<file path="src/rtl/cpu_ctrl_pkg.sv">
// Shared definitions for the CPU execution controller: run-state encodings,
// the default button debounce depth and a small state helper.
package cpu_ctrl_pkg;

    typedef enum logic [1:0] {
        IDLE = 2'b00,
        RUN  = 2'b01,
        STEP = 2'b10,
        BRK  = 2'b11
    } run_state_e;

    localparam int DBNC_CYCLES_DEF = 16;

    // The CPU is considered halted whenever it is parked waiting for the user.
    function automatic logic is_halted(run_state_e s);
        return (s == IDLE) || (s == BRK);
    endfunction

endpackage

</file>
<file path="src/rtl/btn_debounce.sv">
// Push-button conditioner: 2-flop synchroniser, stability counter that only
// accepts a level change after DBNC_CYCLES consecutive differing samples,
// and a one-cycle pulse on each accepted rising edge.
module btn_debounce #(
    parameter int DBNC_CYCLES = 16
) (
    input  logic clk_i,
    input  logic rst_ni,
    input  logic btn_i,
    output logic pulse_o
);

    localparam int CW = $clog2(DBNC_CYCLES) + 1;

    logic [1:0]    sync_q;
    logic          level_q;
    logic [CW-1:0] cnt_q;
    logic          pulse_q;
    logic          samp;

    assign samp    = sync_q[1];
    assign pulse_o = pulse_q;

    // Bring the raw button into the clock domain.
    always_ff @(posedge clk_i or negedge rst_ni) begin
        if (!rst_ni) sync_q <= 2'b00;
        else         sync_q <= {sync_q[0], btn_i};
    end

    // Count consecutive samples that disagree with the accepted level; any
    // agreeing sample (a bounce back) restarts the count.
    always_ff @(posedge clk_i or negedge rst_ni) begin
        if (!rst_ni) begin
            level_q <= 1'b0;
            cnt_q   <= '0;
            pulse_q <= 1'b0;
        end else if (samp == level_q) begin
            cnt_q   <= '0;
            pulse_q <= 1'b0;
        end else if (cnt_q == CW'(DBNC_CYCLES - 1)) begin
            level_q <= samp;
            cnt_q   <= '0;
            pulse_q <= samp;
        end else begin
            cnt_q   <= cnt_q + 1'b1;
            pulse_q <= 1'b0;
        end
    end

endmodule

</file>
<file path="src/rtl/cpu_run_ctrl.sv">
// CPU execution controller: free-run, debounced single-step and optional
// halt-on-flag breakpoint, with an executed-cycle counter and a result
// snapshot for the LED display.
// Optional feature macro: CPU_RUN_CTRL_BRK_EN enables the ZF/OF breakpoint;
// without it Brk_En is ignored and the BRK state is never entered.
module cpu_run_ctrl
    import cpu_ctrl_pkg::*;
#(
    parameter int DBNC_CYCLES = DBNC_CYCLES_DEF,
    parameter int CNT_W       = 16
) (
    input  logic             Clk,
    input  logic             Rst,
    input  logic             Run_Sw,
    input  logic             Step_Btn,
    input  logic             Brk_En,
    input  logic             ZF,
    input  logic             OF,
    input  logic [31:0]      Result,
    output logic             Cpu_En,
    output logic [31:0]      Snap,
    output logic [1:0]       Snap_Flags,
    output logic [CNT_W-1:0] Cyc_Cnt,
    output logic             Halted,
    output logic [1:0]       State
);

    run_state_e        state_q, state_d;
    logic              halted_q;
    logic [1:0]        run_sync_q;
    logic              en_q;
    logic              brk_hit;
    logic              step_pulse;
    logic              run_sync;
    logic [31:0]       snap_q;
    logic [1:0]        flags_q;
    logic [CNT_W-1:0]  cyc_q;

    assign run_sync = run_sync_q[1];

    btn_debounce #(.DBNC_CYCLES(DBNC_CYCLES)) u_step_dbnc (
        .clk_i   (Clk),
        .rst_ni  (Rst),
        .btn_i   (Step_Btn),
        .pulse_o (step_pulse)
    );

    // Synchronise the run switch.
    always_ff @(posedge Clk or negedge Rst) begin
        if (!Rst) run_sync_q <= 2'b00;
        else      run_sync_q <= {run_sync_q[0], Run_Sw};
    end

`ifdef CPU_RUN_CTRL_BRK_EN
    logic [1:0] brk_sync_q;

    // Synchronise the breakpoint enable switch.
    always_ff @(posedge Clk or negedge Rst) begin
        if (!Rst) brk_sync_q <= 2'b00;
        else      brk_sync_q <= {brk_sync_q[0], Brk_En};
    end

    // Flags only mean something the cycle after an executed cycle.
    assign brk_hit = brk_sync_q[1] & en_q & (ZF | OF);
`else
    logic unused_brk_en;
    assign unused_brk_en = Brk_En;
    assign brk_hit       = 1'b0;
`endif

    // Combinational so the cycle after a flagging cycle is never executed.
    assign Cpu_En = ((state_q == RUN) || (state_q == STEP)) && !brk_hit;

    // Next-state selection.
    always_comb begin
        state_d = state_q;
        case (state_q)
            IDLE: if (run_sync)        state_d = RUN;
                  else if (step_pulse) state_d = STEP;
            RUN:  if (brk_hit)         state_d = BRK;
                  else if (!run_sync)  state_d = IDLE;
            STEP:                      state_d = IDLE;
            BRK:  if (!run_sync)       state_d = IDLE;
                  else if (step_pulse) state_d = STEP;
            default:                   state_d = IDLE;
        endcase
    end

    // State register with the registered Halted output.
    always_ff @(posedge Clk or negedge Rst) begin
        if (!Rst) begin
            state_q  <= IDLE;
            halted_q <= 1'b1;
        end else begin
            state_q  <= state_d;
            halted_q <= is_halted(state_d);
        end
    end

    // Remember whether the previous cycle executed (flags/result now valid).
    always_ff @(posedge Clk or negedge Rst) begin
        if (!Rst) en_q <= 1'b0;
        else      en_q <= Cpu_En;
    end

    // Capture the result of every executed cycle, including a flagging one.
    always_ff @(posedge Clk or negedge Rst) begin
        if (!Rst) begin
            snap_q  <= '0;
            flags_q <= '0;
        end else if (en_q) begin
            snap_q  <= Result;
            flags_q <= {OF, ZF};
        end
    end

    // Saturating count of executed cycles.
    always_ff @(posedge Clk or negedge Rst) begin
        if (!Rst)                  cyc_q <= '0;
        else if (Cpu_En && !(&cyc_q)) cyc_q <= cyc_q + 1'b1;
    end

    assign Snap       = snap_q;
    assign Snap_Flags = flags_q;
    assign Cyc_Cnt    = cyc_q;
    assign Halted     = halted_q;
    assign State      = state_q;

endmodule

</file>
<file path="config.mk">
export PLATFORM = sky130hd
export DESIGN_NAME = cpu_run_ctrl
export DESIGN_NICKNAME = d
export VERILOG_FILES = /design/src/rtl/cpu_ctrl_pkg.sv /design/src/rtl/btn_debounce.sv /design/src/rtl/cpu_run_ctrl.sv
export SDC_FILE = /design/constraint.sdc
export NUM_CORES = 1
export LEC_CHECK = 0
export CAP_MARGIN = 30
export CELL_PAD_IN_SITES_DETAIL_PLACEMENT = 0
export CELL_PAD_IN_SITES_GLOBAL_PLACEMENT = 1
export CORE_ASPECT_RATIO = 0.75
export CORE_MARGIN = 10
export CORE_UTILIZATION = 24
export DETAILED_ROUTE_END_ITERATION = 10
export HOLD_SLACK_MARGIN = 0.03
export PLACE_DENSITY_LB_ADDON = 0.12
export SKIP_CTS_REPAIR_TIMING = 1
export SYNTH_ARGS = -nofsm -noshare
export SYNTH_HDL_FRONTEND = slang
export SYNTH_SLANG_ARGS = --single-unit
</file>
<file path="constraint.sdc">
create_clock -name Clk -period 2.2 [get_ports Clk]
set_input_delay 0.22 -clock Clk [delete_from_list [all_inputs] [get_ports Clk]]
set_output_delay 0.22 -clock Clk [all_outputs]
set_load 0.02 [all_outputs]
</file>
# Word-level counts from Yosys, hierarchy flattened

Cells that the tools add are included.

Add/subtract/negate cells: 2
Eq/ne operators: 6
Muxes and demuxes: 9
Bitwise logic cells: 1
Reductions and logical operators: 8

Operators by type and width:

| operator              | number |
|---|---|
| $add 16x1->16 const B | 1 |
| $reduce_and 16->1     | 1 |
| $mux 5                | 2 |
| $mux 2                | 4 |
| $pmux 2 s4            | 1 |
| $eq 2x2->1 const B    | 3 |
| $add 5x1->5 const B   | 1 |
| $eq 5x4->1 const B    | 1 |
| $logic_not 2->1       | 2 |
| $eq 2x1->1 const B    | 1 |
| $logic_or 1x1->1      | 2 |
| $mux 1                | 2 |
| $reduce_and 2->1      | 1 |
| $eq 1x1->1            | 1 |
| $logic_and 1x1->1     | 1 |
| $logic_not 1->1       | 1 |
| $not 1->1             | 1 |

Register bits after elaboration: 65
Input port bits: 39
Output and inout port bits: 54
Word-level logic and storage cells: 37

# Longest topological paths before layout

Gate-level depths: netlist (run 1).

Depth after elaboration: 5
Mapped depth: 6
Depth with buffers taken out: 6

# Cells and area by module

Synthesis (run 1) repeated with hierarchy kept, for this count alone.

Cells, all modules: 192
Area total of the unflattened synthesis: 2655.0 um2

By module, submodules not included:

| module       | times used | cells an instance | area each (um2) |
|---|---|---|---|
| cpu_run_ctrl | 1          | 167               | 2304.7 |
| btn_debounce | 1          | 25                | 350.3 |

# Least setup slack after synthesis (run 1)

OpenSTA, ideal clock, no wires.

Path type: reg2reg
From: reg state_q[1], in the netlist State[1]
To: reg cyc_q[13], in the netlist Cyc_Cnt[13]
Data arrival time: 1831 ps
Slack: 289 ps
Stages on the path, launching flop included: 7
Clock period less this slack: 1911 ps
Path through: dfrtp_1 -> inv_1 -> ha_1 -> and3_1 -> nand3_4 -> nor4b_2 -> xor2_1

Longest elaborated chain between the ends: 3

RTL lines:

| item                                            | line                | source |
|---|---|---|
| start, declared                                 | cpu_run_ctrl.sv:28  | `run_state_e state_q, state_d;` |
| start signal, assigned                          | cpu_run_ctrl.sv:95  | `state_q <= state_d;` |
| $eq 2x1->1 / $eq 2x2->1 (equally long branches) | cpu_run_ctrl.sv:72  | `assign Cpu_En = ((state_q == RUN) \|\| (state_q == STEP)) && !brk_hit;` |
| $logic_or 1x1->1 (*)                            | cpu_run_ctrl.sv:72  |  |
| named net Cpu_En                                | cpu_run_ctrl.sv:20  | `output logic Cpu_En,` |
| $logic_and 1x1->1 (*)                           | cpu_run_ctrl.sv:120 | `else if (Cpu_En && !(&cyc_q)) cyc_q <= cyc_q + 1'b1;` |
| end signal, assigned                            | cpu_run_ctrl.sv:120 |  |
| end, declared                                   | cpu_run_ctrl.sv:37  | `logic [CNT_W-1:0] cyc_q;` |

The timed path passes the listed nets; every way through them passes the cells marked *.
A chain may end at the register's enable or synchronous reset.

# Worst setup path in the final report (run 1)

From: reg state_q[1], in the netlist State[1]
To: reg cyc_q[15], in the netlist Cyc_Cnt[15]

Longest elaborated chain between the ends: 3

RTL lines:

| item                                            | line |
|---|---|
| $eq 2x1->1 / $eq 2x2->1 (equally long branches) | cpu_run_ctrl.sv:72 |
| $logic_or 1x1->1 (*)                            | cpu_run_ctrl.sv:72 |
| $logic_and 1x1->1 (*)                           | cpu_run_ctrl.sv:120 |

Every way passes the cells marked *; elsewhere a longest branch is shown, timed or not.

==> summary.md, run 1 <==
| Metric | Value |
|---|---|
| Status | finished, final reports clean |
| Final hold viol count | 0 |
| DR vias/cell | 4.249 |
| Final Power | 5464 µW |
| CTS max path bufs | 2 |
| Core Util, Final | 0.3735 |
| CTS tree | built |
| Leak | 0.001737 µW |
| Crit path from | State[1] |
| CTS buffer count | 9 |
| RePlAce Congestion | roughly 0.68 |
| GR peak layer | met2 |
| Sequential area share after synthesis | 0.5995 |
| EDFF count, synth | 0 |
| Synth Area in Compound Gates | 0.03272 |
| Ys async rst share | 1.000 |
| VDD IR max | 793.0 µV |
| Multi-input gate area | approximately 0.0011 mm² |
| Area post-placement | between 0.003 and 0.004 mm² |
| H-tree depth | 3 |
| Met2 Use GR | 0.1381 |
| Number of global-route vias before repair | roughly 2000 |
| Worst Tran Pin Value | 457.6 ps |
| Critical path class | flop to flop |
| CP cell instances | inv_1 -> ha_2 -> and3_1 -> nand3_4 -> nor4_2 -> xor2_1 |
| Total GRT Usage | 0.08820 |
| HP Class | input port to flop |
| # DRC | 0 |
| Filler Cell Count | ~1100 |
| Largest family of logic cells by synthesized area | multiplexers |
| Cells after DPL | 425 |
| Worst-case clock skew | 3.053 ps |
| Synthesized flop and latch total | 65 |
| Clock transition at path regs | 50 ps |
| Post-place setup slack | ~280 ps |
| Layout cells sized above 1 | 0.2152 |
| Synth area leaders | dfrtp_1, mux2_2, xor2_1, nand4_4, ha_1 |
| Drt total wl | ~6700 µm |
| Slowest Stage Delay on Critical Path | 450 ps |
| Synth unique cells | 35 |
| Syn Inst Count | between 150 and 200 |
| Final slew viol count | 0 |
| Min-delay src | Step_Btn |
| Synth top area share | 0.5899 |
| Die X | 142.8 µm |
| Drt first-iter violations | 58 |
| Initial Util | 0.2472 |
| Required time worst endpoint | 2440 ps |
| Drt pass-1 iters | 4 |
| RR Startpoint | State[1] |
| Reg-to-reg slack, setup | 340 ps |
| Fin crit share | 0.8446 |
| Post-synthesis mux area share | 0.1530 |
| FF+latch area | between 0.0015 and 0.002 mm² |
| Clk sink count | 65 |
| CP arrival | 2100 ps |
| Post-Synth Simple-Gate Area | 0.1373 |
| Crit path max fanout | 9 |
| Area Growth Syn to Fin | 51.11% |
| First-pass GRT wire length | 11010 µm |
| Worst skew pair latency | approximately 320 ps |
| RSZ-0062 raised after global routing | false |
| Final nets | approximately 340 |
| Startpoint types | flop |
| Syn avg cell area | 13.92 µm² |
| DIE AREA | 0.01601 mm² |
| Ant. Diodes | 0 |
| Met3 usage | 0.04760 |
| Cell taking the most area after synthesis | dfrtp_1 |
| Slowest CP cell | ha_2 |
| WL/cell | ~15 µm |
| Upper clock frequency limit | 0.5382 GHz |
| Largest net degree at the start of global routing | 66 |
| Final ANT Viol Nets | 0 |
| Mapped Nets | around 240 |
| Max-Cap Viols | 0 |
| Root Driver | clkbuf_16 |
| Min Tclk post-route | 1858 ps |
| Power per cell area | 1332 mW/mm² |
| Commonest cells post-synth | dfrtp_1, mux2_2, nor3_1, xor2_1, nand2_1 |
| Gr ovfl total | 0 |
| Core area | 0.01098 mm² |
| Via count | 1878 |
| Layout Cells excl Fill | 442 |
| Count leader, synth | dfrtp_1 |
| Initial antenna violation count | 0 |
| Ys flop type | dfrtp_1 |
| Post-synthesis xor/xnor area fraction | 0.04194 |
| Worst rel slew slack | 0.6949 |
| Setup slack after layout | 341.9 ps |
| # rows | 33 |
| # IOs | 93 |
| Synth warnings | 0 |
| Mapped cell area | between 0.002 and 0.003 mm² |
| Adder-cell share of the synthesized area | 0.02304 |
| Met1 GRT Util | 0.1011 |
| Final instance area | 0.004103 mm² |
| Port bufs | 91 |
| Dpl hpwl | around 4900 µm |
| Die height | approximately 110 µm |
| Crit path capture type | flop |
| Setup violators final | 0 |
==> layout make-up <==
cell class / count / share of cell area
clock buffer: 13 / 0.06343
multi-input combinational: 122 / 0.2574
sequential: 65 / 0.3968
timing repair buffer: 95 / 0.2324
tap: 140 / 0.04270
inverter: 4 / 0.003660
clock inverter: 3 / 0.003660
==> placed cells by master (no fill, tap or decap), types with 2 or more instances in the layout <==
| cell | n |
|---|---|
| clkbuf_1 | 2 |
| dfrtp_1 | 64 |
| nor3_1 | 10 |
| clkbuf_16 | 9 |
| clkinv_2 | 3 |
| nor4_1 | 3 |
| clkbuf_8 | 2 |
| inv_1 | 4 |
| a21oi_1 | 4 |
| nor2b_1 | 4 |
| ha_1 | 4 |
| nor2_1 | 6 |
| xnor2_1 | 3 |
| nand3_1 | 4 |
| o21ai_0 | 6 |
| xor2_1 | 10 |
| mux2_2 | 35 |
| nand4_4 | 3 |
| o21a_1 | 2 |
| a31oi_1 | 2 |
| nand2_1 | 8 |
| buf_4 | 2 |
| clkdlybuf4s50_1 | 89 |
| nand4_1 | 3 |
==> worst paths after layout <==
| path | to | depth (start not counted) |
|---|---|---|
| min in group asynchronous | Snap[22] | 3 |
| hold / removal | u_step_dbnc.sync_q[0] | 1 |
| max in group asynchronous | Halted | 3 |
| setup / recovery | Cyc_Cnt[15] | 6 |
| setup reg to reg | Cyc_Cnt[15] | 6 |
| hold reg to reg | u_step_dbnc.sync_q[1] | 0 |
==> power by group <==
group	switching, µW	leakage (µW)	internal, µW	total, µW
Sequential	274	0.000802	1620	1890
Clock	485	0.000139	818	1300
Combinational	1080	0.000796	1190	2270
==> registers in the layout, summed over array words and instances, names as in the netlist <==
name / count
Cyc_Cnt: 16
Halted: 1
Snap: 32
Snap_Flags: 2
State: 2
en_q: 1
run_sync_q: 2
u_step_dbnc.cnt_q: 5
u_step_dbnc.level_q: 1
u_step_dbnc.pulse_o: 1
u_step_dbnc.sync_q: 2
==> per-layer routing <==
metal	part of all wire	vias up
met3	0.088	9
li1	-	911
met5	0	-
met2	0.47	50
met4	0.012	0
met1	0.43	908
==> cell families (layout without fill, tap and decap cells) <==
group                      after synthesis  after routing
AOI/OAI and AO/OA                       15             15
xor gates and xnor gates                13             13
adders and majority gates                5              5
buffers and inverters                    8            115
DFF                                     65             65
muxes                                   37             37
and+or+nand+nor                         52             52
==> critical path, delay by kind of cell (launching register included) <==
family / cells / cell delay, ps
buf+inv: 1 / 90
flops: 1 / 410
fa+ha+maj: 1 / 450
xor+xnor: 1 / 170
simple gates: 3 / 660
==> through the flow <==
stage          TNS, ps  hold WS (ps)
4_1_cts         -58.13        -75.91
3_3_place_gp         0         274.8
2_1_floorplan        0        -75.59
6_report             0         344.3
5_1_grt              0         332.3
3_5_place_dp         0         274.7
No activity file was read; power rests on OpenSTA's default activity.
==> run 2: changes to the inputs <==
==> constraint.sdc (replaced) <==
create_clock -name Clk -period 1.8 [get_ports Clk]
set_input_delay 0.18 -clock Clk [delete_from_list [all_inputs] [get_ports Clk]]
set_output_delay 0.18 -clock Clk [all_outputs]
set_load 0.02 [all_outputs]
==> run 2 against run 1 <==
Effect of this change:
- utilization grew 0.92 points
- largest power group unchanged
- clock-buffer cell count shrank 1
- non-clock buffer count grew 11
- clock skew grew 3.3 ps
- critical path type is now flop to output port
- critical endpoint is now Cyc_Cnt[2]
- setup slack lost 220 ps
==> summary.md, run 2 (synthesis results as in run 1) <==
| Metric | Value |
|---|---|
| Status | finished, final reports clean |
| Area post-placement | 0.003913 mm² |
| Upper clock frequency limit | 0.5976 GHz |
| Multi-input gate area | 0.001071 mm² |
| First-pass GRT wire length | 11560 µm |
| DIE AREA | 0.01601 mm² |
| Gr ovfl total | 0 |
| Fin crit share | 0.9296 |
| Initial Util | 0.2472 |
| # DRC | 0 |
| Post-place setup slack | 57.50 ps |
| Root Driver | clkbuf_16 |
| CTS tree | built |
| Drt pass-1 iters | 4 |
| Hold EP | run_sync_q[0] |
| Crit path max fanout | 7 |
| Max-Cap Viols | 0 |
| Startpoint types | flop |
| Cells after DPL | 436 |
| Clk sink count | 65 |
| Clock transition at path regs | 50 ps |
| Hold path cells | 1 |
| Layout cells sized above 1 | 0.2500 |
| CP cell instances | clkdlybuf4s50_1 |
| Final ANT Viol Nets | 0 |
| CTS buffer count | 9 |
| Leak | 0.001787 µW |
| Crit path capture type | output port |
| Power per cell area | 1615 mW/mm² |
| Core Util, Final | 0.3828 |
| Worst skew pair latency | about 330 ps |
| Layout Cells excl Fill | 452 |
| Min-delay src | Run_Sw |
| Reg-to-reg slack, setup | 150 ps |
| # IOs | 93 |
| Crit path from | Cyc_Cnt[2] |
| Largest net degree at the start of global routing | 26 |
| CTS max path bufs | 2 |
| Worst Tran Pin Value | 638.9 ps |
| Initial antenna violation count | 0 |
| Filler Cell Count | ~1100 |
| Area Growth Syn to Fin | 54.84% |
| Setup slack after layout | 126.8 ps |
| DR vias/cell | 4.274 |
| Critical path class | flop to output port |
| Worst rel slew slack | 0.5740 |
| HP Class | input port to flop |
| RSZ-0062 raised after global routing | false |
| Final slew viol count | 0 |
| Largest delay share family, worst path | buffers and inverters |
| FF+latch area | 0.001630 mm² |
| CP arrival | roughly 1500 ps |
| Die X | 142.8 µm |
| H-tree depth | 3 |
| VDD IR max | around 780 µV |
| Reg-to-reg critical path endpoint | Cyc_Cnt[1] |
| Slowest CP cell | clkdlybuf4s50_1 |
| Dpl hpwl | about 5200 µm |
| RePlAce Congestion | 0.6739 |
| Final nets | roughly 350 |
| Die height | 112.1 µm |
| Setup violators final | 0 |
| RR Startpoint | Cyc_Cnt[9] |
| Max reg flops | 32 |
| Final instance area | 0.004204 mm² |
| WL/cell | 15.63 µm |
| Number of global-route vias before repair | 2059 |
| Port bufs | 91 |
| Final hold viol count | 0 |
| Slowest Stage Delay on Critical Path | 680 ps |
| # rows | 33 |
| Total GRT Usage | 0.09304 |
| Via count | 1932 |
| Most common cell after layout, fill and taps aside | clkdlybuf4s50_1 |
| Worst R2R Path Depth | 4 |
| Final Power | slightly below 7000 µW |
| Worst Path Buf+Inv | 1 |
| Commonest non-fill, non-tap cells in the layout | clkdlybuf4s50_1, dfrtp_1, mux2_2 |
| Min Tclk post-route | approximately 1700 ps |
| Worst-case clock skew | 6.353 ps |
| Drt first-iter violations | 58 |
| Drt total wl | 7067 µm |
| Core area | 0.01098 mm² |
| Ant. Diodes | 0 |
| Required time worst endpoint | roughly 1600 ps |
## run 2: final cells by class
type	instances	area share
Tap cell	140	0.04167
Multi-Input combinational cell	122	0.2548
Clock inverter	3	0.004167
Clock buffer	12	0.05863
Sequential cell	65	0.3878
Timing Repair Buffer	106	0.2494
Inverter	4	0.003571
## run 2: through the flow
step                hold WS [ps]  TNS [ps]
floorplan                 -115.6         0
global placement           255.9         0
detailed placement         245.4         0
CTS                       -104.1    -240.1
global route               289.5         0
finish                     301.1         0
## run 2: power breakdown
| part | internal (µW) | switching (µW) | total (µW) |
|---|---|---|---|
| clock network | 957 | 615 | 1570 |
| registers | 1980 | 311 | 2290 |
| logic | 1550 | 1380 | 2930 |
| total | 4490 | 2300 | 6790 |
## run 2: worst max-delay path by stage
stage | slack, ps | cells past startpoint | end
6_report | 130 | 1 | Cyc_Cnt[2]
3_3_place_gp | 50 | 6 | Cyc_Cnt[14]
3_5_place_dp | 60 | 6 | Cyc_Cnt[14]
5_1_grt | 30 | 1 | Cyc_Cnt[2]
4_1_cts | -240 | 3 | Cpu_En
2_1_floorplan | 30 | 6 | Cyc_Cnt[13]
## run 2: layer usage
layer / up-vias / wire length, µm / global-route usage
met4: 0 / 61 / 0.02058
met3: 5 / 1099 / 0.08214
li1: 928 / - / -
met2: 78 / 2688 / 0.1182
met1: 921 / 3218 / 0.1135
met5: - / 0 / 0
==> run 3: changes to the inputs <==
--- a/config.mk
+++ b/config.mk
@@ -6,11 +6,10 @@
 export NUM_CORES = 1
 export LEC_CHECK = 0
 export CAP_MARGIN = 30
-export CELL_PAD_IN_SITES_DETAIL_PLACEMENT = 0
-export CELL_PAD_IN_SITES_GLOBAL_PLACEMENT = 1
 export CORE_ASPECT_RATIO = 0.75
 export CORE_MARGIN = 10
 export CORE_UTILIZATION = 24
+export CTS_CLUSTER_SIZE = 14
 export DETAILED_ROUTE_END_ITERATION = 10
 export HOLD_SLACK_MARGIN = 0.03
 export PLACE_DENSITY_LB_ADDON = 0.12
==> run 3 against run 2 <==
Effect of this change:
- die area did not move
- setup slack improved by 25 ps
- critical endpoint is now Cyc_Cnt[9]
- utilization increased by 0.46 points
- register-to-register slack improved by 20 ps
==> summary.md, run 3 (synthesis results as in run 1) <==
| Metric | Value |
|---|---|
| VDD IR max | 701.8 µV |
| Initial antenna violation count | 0 |
| Power per cell area | around 1600 mW/mm² |
| Dpl hpwl | 4910 µm |
| Commonest non-fill, non-tap cells in the layout | clkdlybuf4s50_1, dfrtp_1, mux2_2 |
| Min Tclk post-route | 1649 ps |
| Die X | 142.8 µm |
| Gr ovfl total | 0 |
| Slowest Stage Delay on Critical Path | 610 ps |
| Crit path max fanout | 5 |
| Worst skew pair latency | approximately 320 ps |
| Final slew viol count | 0 |
| Leak | 0.001817 µW |
| Status | finished, final reports clean |
| CTS max path bufs | 2 |
| Clk sink count | 65 |
| Critical path class | flop to output port |
| Upper clock frequency limit | a little over 0.6 GHz |
| Drt first-iter violations | 62 |
| Startpoint types | flop |
| Max-Cap Viols | 0 |
| # rows | 33 |
| First-pass GRT wire length | around 11000 µm |
| Crit path capture type | output port |
| Final ANT Viol Nets | 0 |
| H-tree depth | 3 |
| CP cell instances | buf_4 -> clkdlybuf4s50_1 |
| Drt total wl | 6691 µm |
| Via count | 1947 |
| Die height | 112.1 µm |
| HP Class | input port to flop |
| Setup violators final | 0 |
| Setup slack after layout | 151.5 ps |
| Worst-case clock skew | 5.375 ps |
| Max reg flops | 32 |
| Largest net degree at the start of global routing | between 60 and 70 |
| Final hold slack | 293.7 ps |
| Slowest CP cell | clkdlybuf4s50_1 |
| CP arrival | 1470 ps |
| Final nets | 352 |
| DR vias/cell | 4.298 |
| Required time worst endpoint | 1620 ps |
| Final hold viol count | 0 |
| WL/cell | ~15 µm |
| Port bufs | 91 |
| Fin crit share | 0.9158 |
| Clock transition at path regs | roughly 50 ps |
| Worst Tran Pin Value | 452.3 ps |
| # IOs | slightly above 90 |
| CTS buffer count | 9 |
| Filler Cell Count | 1051 |
| Ant. Diodes | 0 |
| Number of global-route vias before repair | between 1500 and 2000 |
| RSZ-0062 raised after global routing | false |
| Worst rel slew slack | 0.6963 |
| Drt pass-1 iters | 4 |
| CTS tree | built |
| Core area | 0.01098 mm² |
| Total GRT Usage | 0.08730 |
| Area Growth Syn to Fin | 56.68% |
| DIE AREA | ~0.016 mm² |
| Final Power | 7014 µW |
| Root Driver | clkbuf_16 |
| Post-place setup slack | 85.59 ps |
| Initial Util | 0.2472 |
| Layout cells sized above 1 | 0.2492 |
| Most common cell after layout, fill and taps aside | clkdlybuf4s50_1 |
| # DRC | 0 |
| RePlAce Congestion | 0.6920 |
[run 3: cell types whose count changed in the layout (fill, tap and decap cells not counted), sizes merged]
cell and delta:
dlymetal6s2s +1, bufinv +2, clkinv -1, clkdlybuf4s50 -1, clkbuf +1, clkinvlp -1
[run 3: layout make-up]
class / count / area [µm²] / share of cell area
well taps: 140 / 175.2 / 0.04118
inverters: 4 / 15.01 / 0.003529
clock inverters: 3 / 65.06 / 0.01529
repair buffers: 106 / 1051 / 0.2471
flip-flops and latches: 65 / 1630 / 0.3832
clock buffers: 13 / 240.2 / 0.05647
multi-input cells: 122 / 1077 / 0.2532
[run 3: stage by stage]
stage                     TNS (ps)    util  cell area (µm²)  cells
after floorplan                  0       -             2720    195
after global placement           0  0.3562             3913    436
after detailed placement         0  0.3562             3913    436
after CTS                   -239.7  0.3840             4218    452
after global routing             0  0.3873             4254    453
final                            0  0.3873             4254    453
[run 3: power breakdown]
part | switching, µW | leakage [µW] | total (µW) | internal (µW)
registers | 308 | 0.000799 | 2290 | 1980
logic | 1370 | 0.000870 | 2930 | 1560
clock network | 582 | 0.000148 | 1790 | 1210
total | 2260 | 0.00182 | 7010 | 4760
[run 3: final timing paths]
check / startpoint / end / slack, ps / cells past startpoint
min in group asynchronous: Rst / Snap[15] / 400 / 3
max reg2reg: State[1] / Cyc_Cnt[15] / 170 / 6
min: Step_Btn / u_step_dbnc.sync_q[0] / 290 / 1
min reg2reg: run_sync_q[0] / run_sync_q[1] / 350 / 0
max: Cyc_Cnt[9] / Cyc_Cnt[9] / 150 / 2
max in group asynchronous: Rst / Halted / 1090 / 3
[run 3: layer usage]
layer,part of all wire,routed length [µm],up-vias,GRT usage
met5,0,0,-,0
met1,0.53,3520,939,0.1199
met2,0.38,2510,75,0.1135
met3,0.084,563,9,0.04297
li1,-,-,924,-
met4,0.014,96,0,0.03292
[run 3: critical path: cells and delay by family, from the launching register on]
kind                   cells  cell delay (ps)
DFF                        1              380
buffers and inverters      2              770
